$ cat src/rtl/hazard_stall_controller_pkg.sv
// Shared pipeline definitions: sequencing-state encodings and logic-level constants.
package hazard_stall_controller_pkg;

  typedef enum logic [1:0] {
    RUN        = 2'd0,
    FLUSH      = 2'd1,
    IMISS_WAIT = 2'd2,
    DMISS_WAIT = 2'd3
  } pipe_state_e;

  localparam logic HIGH = 1'b1;
  localparam logic LOW  = 1'b0;

endpackage

$ cat src/rtl/hazard_stall_controller_if.sv
// Hazard inputs, cache status and stage stall/clear controls between the pipeline and its sequencer.
interface hazard_stall_controller_if
  import hazard_stall_controller_pkg::*;
#(
  parameter int REG_ADD_WIDTH = 5,
  parameter int COUNT_WIDTH   = 16
);
  logic [REG_ADD_WIDTH-1:0] ID_RS1_ADDRESS;
  logic [REG_ADD_WIDTH-1:0] ID_RS2_ADDRESS;
  logic [REG_ADD_WIDTH-1:0] EX_RD_ADDRESS;
  logic                     EX_LOAD;
  logic                     EX_RD_WRITE_ENABLE;
  logic                     BRANCH_TAKEN;
  logic                     ICACHE_READY;
  // Data cache: DCACHE_REQ is the valid of an access in the memory stage; DCACHE_READY is
  // its ready, and the access completes only in a cycle where both are high.
  logic                     DCACHE_REQ;
  logic                     DCACHE_READY;
  logic                     COUNT_CLEAR;

  logic                     STALL_FETCH_STAGE;
  logic                     CLEAR_FETCH_STAGE;
  logic                     STALL_DECODING_STAGE;
  logic                     CLEAR_DECODING_STAGE;
  logic                     STALL_EXECUTION_STAGE;
  logic                     STALL_MEMORY_STAGE;
  pipe_state_e              PIPE_STATE;
  logic [COUNT_WIDTH-1:0]   STALL_COUNT;
  logic [COUNT_WIDTH-1:0]   FLUSH_COUNT;

  modport master (
    output ID_RS1_ADDRESS, ID_RS2_ADDRESS, EX_RD_ADDRESS, EX_LOAD, EX_RD_WRITE_ENABLE,
           BRANCH_TAKEN, ICACHE_READY, DCACHE_REQ, DCACHE_READY, COUNT_CLEAR,
    input  STALL_FETCH_STAGE, CLEAR_FETCH_STAGE, STALL_DECODING_STAGE, CLEAR_DECODING_STAGE,
           STALL_EXECUTION_STAGE, STALL_MEMORY_STAGE, PIPE_STATE, STALL_COUNT, FLUSH_COUNT
  );

  modport slave (
    input  ID_RS1_ADDRESS, ID_RS2_ADDRESS, EX_RD_ADDRESS, EX_LOAD, EX_RD_WRITE_ENABLE,
           BRANCH_TAKEN, ICACHE_READY, DCACHE_REQ, DCACHE_READY, COUNT_CLEAR,
    output STALL_FETCH_STAGE, CLEAR_FETCH_STAGE, STALL_DECODING_STAGE, CLEAR_DECODING_STAGE,
           STALL_EXECUTION_STAGE, STALL_MEMORY_STAGE, PIPE_STATE, STALL_COUNT, FLUSH_COUNT
  );
endinterface

$ cat src/rtl/hazard_stall_controller_sat_counter.sv
// Saturating up-counter with a synchronous clear that wins over increment.
module sat_counter
  import hazard_stall_controller_pkg::*;
#(
  parameter int COUNT_WIDTH = 16
) (
  input  logic                   clk,
  input  logic                   rst_n,
  input  logic                   enable,
  input  logic                   clear,
  output logic [COUNT_WIDTH-1:0] value
);
  localparam logic [COUNT_WIDTH-1:0] ONE = {{(COUNT_WIDTH-1){LOW}}, HIGH};

  logic [COUNT_WIDTH-1:0] value_q, value_d;

  always_comb begin
    value_d = value_q;
    if (clear) begin
      value_d = '0;
    end else if (enable && (value_q != '1)) begin
      value_d = value_q + ONE;
    end
  end

  always_ff @(posedge clk or negedge rst_n) begin
    if (!rst_n) value_q <= '0;
    else        value_q <= value_d;
  end

  assign value = value_q;
endmodule

$ cat src/rtl/hazard_stall_controller.sv
// Pipeline sequencer: resolves load-use, branch flush and cache-miss hazards into per-stage
// stall/clear controls (combinational from state and inputs), tracks the pipeline condition.
module hazard_stall_controller
  import hazard_stall_controller_pkg::*;
#(
  parameter int REG_ADD_WIDTH = 5,
  parameter int COUNT_WIDTH   = 16
) (
  input  logic                     CLK,
  input  logic                     RST_N,
  hazard_stall_controller_if.slave pipe
);
  localparam logic [REG_ADD_WIDTH-1:0] ZERO_ADDR = '0;

  pipe_state_e state_q, state_d;
  logic freeze, luse, imiss;
  logic stall_f, clr_f, stall_d, clr_d, stall_e, stall_m;
  logic any_ctl, flush_inc;

  assign freeze = pipe.DCACHE_REQ & ~pipe.DCACHE_READY;
  assign imiss  = ~pipe.ICACHE_READY;
  assign luse   = pipe.EX_LOAD & pipe.EX_RD_WRITE_ENABLE & (pipe.EX_RD_ADDRESS != ZERO_ADDR) &
                  ((pipe.EX_RD_ADDRESS == pipe.ID_RS1_ADDRESS) |
                   (pipe.EX_RD_ADDRESS == pipe.ID_RS2_ADDRESS));

  always_comb begin
    stall_f = LOW;
    clr_f   = LOW;
    stall_d = LOW;
    clr_d   = LOW;
    stall_e = LOW;
    stall_m = LOW;
    if (!RST_N) begin
      clr_f = HIGH;
      clr_d = HIGH;
    end else if (freeze) begin
      // Everything is held; a coincident branch or load-use reappears once EX moves again.
      stall_f = HIGH;
      stall_d = HIGH;
      stall_e = HIGH;
      stall_m = HIGH;
    end else if (pipe.BRANCH_TAKEN) begin
      clr_f = HIGH;
      clr_d = HIGH;
    end else begin
      // Decode holds a killed instruction during FLUSH, so its operands cannot hazard.
      if (luse && (state_q != FLUSH)) begin
        stall_f = HIGH;
        clr_d   = HIGH;
      end
      if (imiss) stall_f = HIGH;
    end
  end

  always_comb begin
    state_d = RUN;
    if (freeze)                 state_d = DMISS_WAIT;
    else if (pipe.BRANCH_TAKEN) state_d = FLUSH;
    else if (imiss)             state_d = IMISS_WAIT;
  end

  always_ff @(posedge CLK or negedge RST_N) begin
    if (!RST_N) state_q <= RUN;
    else        state_q <= state_d;
  end

  assign any_ctl   = stall_f | clr_f | stall_d | clr_d | stall_e | stall_m;
  assign flush_inc = pipe.BRANCH_TAKEN & ~freeze;

  sat_counter #(.COUNT_WIDTH(COUNT_WIDTH)) u_stall_count (
    .clk    (CLK),
    .rst_n  (RST_N),
    .enable (any_ctl),
    .clear  (pipe.COUNT_CLEAR),
    .value  (pipe.STALL_COUNT)
  );

  sat_counter #(.COUNT_WIDTH(COUNT_WIDTH)) u_flush_count (
    .clk    (CLK),
    .rst_n  (RST_N),
    .enable (flush_inc),
    .clear  (pipe.COUNT_CLEAR),
    .value  (pipe.FLUSH_COUNT)
  );

  assign pipe.STALL_FETCH_STAGE     = stall_f;
  assign pipe.CLEAR_FETCH_STAGE     = clr_f;
  assign pipe.STALL_DECODING_STAGE  = stall_d;
  assign pipe.CLEAR_DECODING_STAGE  = clr_d;
  assign pipe.STALL_EXECUTION_STAGE = stall_e;
  assign pipe.STALL_MEMORY_STAGE    = stall_m;
  assign pipe.PIPE_STATE            = state_q;
endmodule
$ cat src/flat_wrapper.sv
// flat-port wrapper written by rule: the top's interface ports become plain ports
module hazard_stall_controller_flat import hazard_stall_controller_pkg::*;
#(
  parameter int REG_ADD_WIDTH = 5,
  parameter int COUNT_WIDTH   = 16
)
  (CLK, RST_N, pipe_ID_RS1_ADDRESS, pipe_ID_RS2_ADDRESS, pipe_EX_RD_ADDRESS, pipe_EX_LOAD, pipe_EX_RD_WRITE_ENABLE, pipe_BRANCH_TAKEN, pipe_ICACHE_READY, pipe_DCACHE_REQ, pipe_DCACHE_READY, pipe_COUNT_CLEAR, pipe_STALL_FETCH_STAGE, pipe_CLEAR_FETCH_STAGE, pipe_STALL_DECODING_STAGE, pipe_CLEAR_DECODING_STAGE, pipe_STALL_EXECUTION_STAGE, pipe_STALL_MEMORY_STAGE, pipe_PIPE_STATE, pipe_STALL_COUNT, pipe_FLUSH_COUNT);
  hazard_stall_controller_if #(.REG_ADD_WIDTH(REG_ADD_WIDTH), .COUNT_WIDTH(COUNT_WIDTH)) pipe_i ();
  input  logic CLK;
  input  logic RST_N;
  input wire logic [$bits(pipe_i.ID_RS1_ADDRESS)-1:0] pipe_ID_RS1_ADDRESS;
  input wire logic [$bits(pipe_i.ID_RS2_ADDRESS)-1:0] pipe_ID_RS2_ADDRESS;
  input wire logic [$bits(pipe_i.EX_RD_ADDRESS)-1:0] pipe_EX_RD_ADDRESS;
  input wire logic [$bits(pipe_i.EX_LOAD)-1:0] pipe_EX_LOAD;
  input wire logic [$bits(pipe_i.EX_RD_WRITE_ENABLE)-1:0] pipe_EX_RD_WRITE_ENABLE;
  input wire logic [$bits(pipe_i.BRANCH_TAKEN)-1:0] pipe_BRANCH_TAKEN;
  input wire logic [$bits(pipe_i.ICACHE_READY)-1:0] pipe_ICACHE_READY;
  input wire logic [$bits(pipe_i.DCACHE_REQ)-1:0] pipe_DCACHE_REQ;
  input wire logic [$bits(pipe_i.DCACHE_READY)-1:0] pipe_DCACHE_READY;
  input wire logic [$bits(pipe_i.COUNT_CLEAR)-1:0] pipe_COUNT_CLEAR;
  output wire logic [$bits(pipe_i.STALL_FETCH_STAGE)-1:0] pipe_STALL_FETCH_STAGE;
  output wire logic [$bits(pipe_i.CLEAR_FETCH_STAGE)-1:0] pipe_CLEAR_FETCH_STAGE;
  output wire logic [$bits(pipe_i.STALL_DECODING_STAGE)-1:0] pipe_STALL_DECODING_STAGE;
  output wire logic [$bits(pipe_i.CLEAR_DECODING_STAGE)-1:0] pipe_CLEAR_DECODING_STAGE;
  output wire logic [$bits(pipe_i.STALL_EXECUTION_STAGE)-1:0] pipe_STALL_EXECUTION_STAGE;
  output wire logic [$bits(pipe_i.STALL_MEMORY_STAGE)-1:0] pipe_STALL_MEMORY_STAGE;
  output wire logic [$bits(pipe_i.PIPE_STATE)-1:0] pipe_PIPE_STATE;
  output wire logic [$bits(pipe_i.STALL_COUNT)-1:0] pipe_STALL_COUNT;
  output wire logic [$bits(pipe_i.FLUSH_COUNT)-1:0] pipe_FLUSH_COUNT;
  assign pipe_i.ID_RS1_ADDRESS = pipe_ID_RS1_ADDRESS;
  assign pipe_i.ID_RS2_ADDRESS = pipe_ID_RS2_ADDRESS;
  assign pipe_i.EX_RD_ADDRESS = pipe_EX_RD_ADDRESS;
  assign pipe_i.EX_LOAD = pipe_EX_LOAD;
  assign pipe_i.EX_RD_WRITE_ENABLE = pipe_EX_RD_WRITE_ENABLE;
  assign pipe_i.BRANCH_TAKEN = pipe_BRANCH_TAKEN;
  assign pipe_i.ICACHE_READY = pipe_ICACHE_READY;
  assign pipe_i.DCACHE_REQ = pipe_DCACHE_REQ;
  assign pipe_i.DCACHE_READY = pipe_DCACHE_READY;
  assign pipe_i.COUNT_CLEAR = pipe_COUNT_CLEAR;
  assign pipe_STALL_FETCH_STAGE = pipe_i.STALL_FETCH_STAGE;
  assign pipe_CLEAR_FETCH_STAGE = pipe_i.CLEAR_FETCH_STAGE;
  assign pipe_STALL_DECODING_STAGE = pipe_i.STALL_DECODING_STAGE;
  assign pipe_CLEAR_DECODING_STAGE = pipe_i.CLEAR_DECODING_STAGE;
  assign pipe_STALL_EXECUTION_STAGE = pipe_i.STALL_EXECUTION_STAGE;
  assign pipe_STALL_MEMORY_STAGE = pipe_i.STALL_MEMORY_STAGE;
  assign pipe_PIPE_STATE = pipe_i.PIPE_STATE;
  assign pipe_STALL_COUNT = pipe_i.STALL_COUNT;
  assign pipe_FLUSH_COUNT = pipe_i.FLUSH_COUNT;
  hazard_stall_controller #(.REG_ADD_WIDTH(REG_ADD_WIDTH), .COUNT_WIDTH(COUNT_WIDTH)) u_core (.CLK(CLK), .RST_N(RST_N), .pipe(pipe_i));
endmodule
$ cat config.mk
export PLATFORM = sky130hd
export DESIGN_NAME = hazard_stall_controller_flat
export DESIGN_NICKNAME = d
export VERILOG_FILES = /design/src/rtl/hazard_stall_controller_pkg.sv /design/src/rtl/hazard_stall_controller_if.sv /design/src/rtl/hazard_stall_controller_sat_counter.sv /design/src/rtl/hazard_stall_controller.sv /design/src/flat_wrapper.sv
export SDC_FILE = /design/constraint.sdc
export NUM_CORES = 1
export LEC_CHECK = 0
export CORE_ASPECT_RATIO = 0.6
export CORE_MARGIN = 4
export CORE_UTILIZATION = 25
export DETAILED_ROUTE_END_ITERATION = 10
export PLACE_DENSITY_LB_ADDON = 0.08
export SLEW_MARGIN = 40
export SYNTH_ARGS = -nofsm -noshare
export SYNTH_HDL_FRONTEND = slang
export SYNTH_SLANG_ARGS = --single-unit
$ cat constraint.sdc
create_clock -name CLK -period 2.23 [get_ports CLK]
set_input_delay 0.446 -clock CLK [delete_from_list [all_inputs] [get_ports CLK]]
set_output_delay 0.446 -clock CLK [all_outputs]
set_load 0.005 [all_outputs]
==> results.yml, run 1 <==
outcome:
  status: "completed"
synth:
  synth_simple_gate_area_frac: 0.284
  synth_top_area_frac: 0.416
  synth-seq-area-share: 0.416
  avgSynthCellArea_sq_um: 9.17
  ys.flop_type: "dfrtp_1"
  async_flop_share: 1.00
  synth_top_family_by_area: "simple AND/OR/NAND/NOR gates"
  synth_top_cell_by_area: "dfrtp_1"
  syn_inst: 223
  yosys.cell_types.count: 46
  synth_xor_area_frac: 0.0942
  syn-cell-area_sq_mm: 0.00204
  synth_nets: 249
  synth_adder_area_share: 0.0122
  synth_edf_count: 0
  ys_ff_latch: 34
  synth_compound_area_frac: 0.118
  ys.warnings.count: 0
  synth.area.top_cells: "dfrtp_1 (42%), xnor2_1 (8.6%), nor2_1 (5.0%)"
  synth_mux_area_frac: 0.0392
cts:
  clk_pin_slew_worst_paths_ns: 0.06
  clock_path_buffers: 2
  numCtsBuffers: 5
  cts.sinks: 34
  root_buffer: "clkbuf_16"
  cts_tree: "yes"
  htreeDepth: 2
  clk_latency_ns: 0.28
critical_path:
  cp_max_fo: 7
  start_kind: "primary input"
  worst-setup-path-type: "in -> reg"
  slowest_stage: "nor4_1"
  arrival_ns: 2.36
  slowest_delay_ns: 0.40
  crit_chain: "clkdlybuf4s15_1, buf_6, xnor2_2, nand3_2, o22ai_2, buf_4, buf_6, o21ai_4, nor4_1, mux2_1"
  required_ns: 2.39
  cp_common_cell: "buf_6"
  crit_path_end_kind: "flip-flop"
global_routing:
  antenna_found_initial: 0
  grt_overflow_total: 0
  grt_max_degree: 27
  track_usage: 0.144
  grt_pass1_vias: 2106
  grt_pass1_wl_mm: 11.1
floorplan:
  die_y_um: 78.1
  fp.coreArea_sq_mm: 0.00791
  pin_count: 64
  start_util: 0.258
  rows: 25
  die_w_um: 125
  die-area_sq_mm: 0.00974
sta:
  finalMaxSlewViolations: 0
  skew_ns: 0.00527
  finalHoldViolations: 0
  finalCritPeriodShare: 0.985
  period_needed_ns: 2.20
  relSlewSlack: 0.620
  worst_slew_pin_slew_ns: 0.567
  max_freq_mhz: 455
  setup_violations: 0
power:
  ir_drop_mv: 0.249
  comb_power_share: 0.146
  seqPwrFrac: 0.348
  power-per-cell-area_mw_per_mm2: 534
  pwr-share-clk: 0.506
  p_total_uw: 1850
  intPower_uw: 1450
  p_leak_uw: 0.00142
  swShare: 0.216
  switching_power_uw: 399
route:
  remaining_drc_errors: 0
  drt-wirelength-per-cell_um: 15.6
  dr.pass1.iters: 4
  ant_nets: 0
  num_vias: 2073
  viasPerCell: 4.72
  drtIter0Drc: 47
  routed_wl_mm: 6.85
job:
  drv_cap: 0
layout:
  final_common_cell: "clkdlybuf4s50_1"
  drive_gt1_frac: 0.296
  num-fill-cells: 764
  postLayoutCoreUtil: 0.438
  fin_cells: 439
  areaGrowthSynthToFinish_pct: 69.4
  final_nets: 356
  final_cell_mix: "clkdlybuf4s50_1 (42), buf_4 (35), dfrtp_1 (34), nor2_1 (25), xnor2_1 (17)"
  n_antenna_cell: 0
place:
  post-place-cells: 420
  place_congestion: 0.842
  io_buffers: 63
  place_hpwl_mm: 4.82
min_path:
  min_path_type: "in -> async"
-- layout make-up --
type | count | area (sq um) | share of cell area
clock buffers | 6 | 139 | 0.0401
clock inverters | 2 | 60.1 | 0.0173
multi-input cells | 177 | 1300 | 0.375
well taps | 108 | 135 | 0.0390
inverters | 6 | 22.5 | 0.00650
repair buffers | 106 | 957 | 0.276
flip-flops and latches | 34 | 851 | 0.246
-- path summary, 6_finish.rpt --
path	slack, ns	to	start	cells after the start
setup / recovery	0.03	u_core.u_stall_count.value[6]	pipe_EX_RD_ADDRESS[0]	10
hold / removal	0.19	u_core.u_stall_count.value[1]	RST_N	2
setup reg to reg	0.10	u_core.u_stall_count.value[13]	u_core.u_stall_count.value[5]	5
hold reg to reg	0.58	u_core.u_flush_count.value[6]	u_core.u_flush_count.value[6]	2
max in group asynchronous	1.53	u_core.pipe.PIPE_STATE[1]	RST_N	2
min in group CLK	0.58	u_core.u_flush_count.value[6]	u_core.u_flush_count.value[6]	2
-- sequential cells by signal, indices dropped and copies added, names as in the netlist --
| name | flops |
|---|---|
| u_core.u_flush_count.value | 16 |
| u_core.u_stall_count.value | 16 |
| u_core.pipe.PIPE_STATE | 2 |
-- logic make-up after synthesis --
logic type,Yosys count
adder cells (fa/ha/maj),2
AND/OR/NAND/NOR,109
multiplexers,7
XOR/XNOR,22
flip-flops,34
AO/OA/AOI/OAI,36
buffers and inverters,13
-- critical path: cells and delay by family --
kind	cells	cell delay, ns
xor gates and xnor gates	1	0.14
and+or+nand+nor	2	0.49
muxes	1	0.36
buffers and inverters	4	0.61
AOI/OAI and AO/OA	2	0.31
-- power groups by stage --
stage               sequential, uW  combinational (uW)  clock, uW
floorplan                      653                89.3          0
global placement               655                 231          0
detailed placement             655                 232          0
CTS                            643                 260        961
global route                   645                 294        984
finish                         644                 270        937
-- stage by stage --
stage | hold WS (ns) | TNS (ns) | instance area (sq um) | setup WS, ns
after floorplan | 0.150 | 0 | 2040 | 0.0506
after global placement | 0.262 | -9.57 | 3000 | -0.631
after detailed placement | 0.264 | -9.64 | 3000 | -0.613
after CTS | 0.188 | -0.0468 | 3370 | -0.0318
after global routing | 0.199 | -0.0388 | 3460 | -0.0296
final | 0.190 | 0 | 3460 | 0.0334
-- repair_timing --
action	CTS	global route
hold buffers	1	0
resized for setup	51	25
setup buffers	9	1
gates cloned	1	0
endpoints found under the hold margin	1	0
setup endpoints to repair	22	17
pin swaps	14	19
-- cell usage after synthesis, drive strengths merged, types with 6 or more instances --
cell type	number
o21ai	8
xnor2	20
or3	6
nand3	14
dfrtp	34
nor3	9
inv	6
o31ai	7
nor2	28
nand2b	6
nand2	17
or4	9
a21oi	14
-- metal layers --
metal  routed length, um  vias to the layer above  global-route usage
met1                3720                      997               0.222
met2                2710                       53               0.192
met5                   0                        -                   0
li1                    -                     1016                   -
met3                 358                        7              0.0421
met4                  62                        0              0.0339
(Power assumes the default switching activity.)
==> run 2: changes to the inputs <==
- CTS_CLUSTER_SIZE: default -> 12
==> results of run 2 <==
Same layout as run 1: the final DEF is identical, and so are final timing and power.
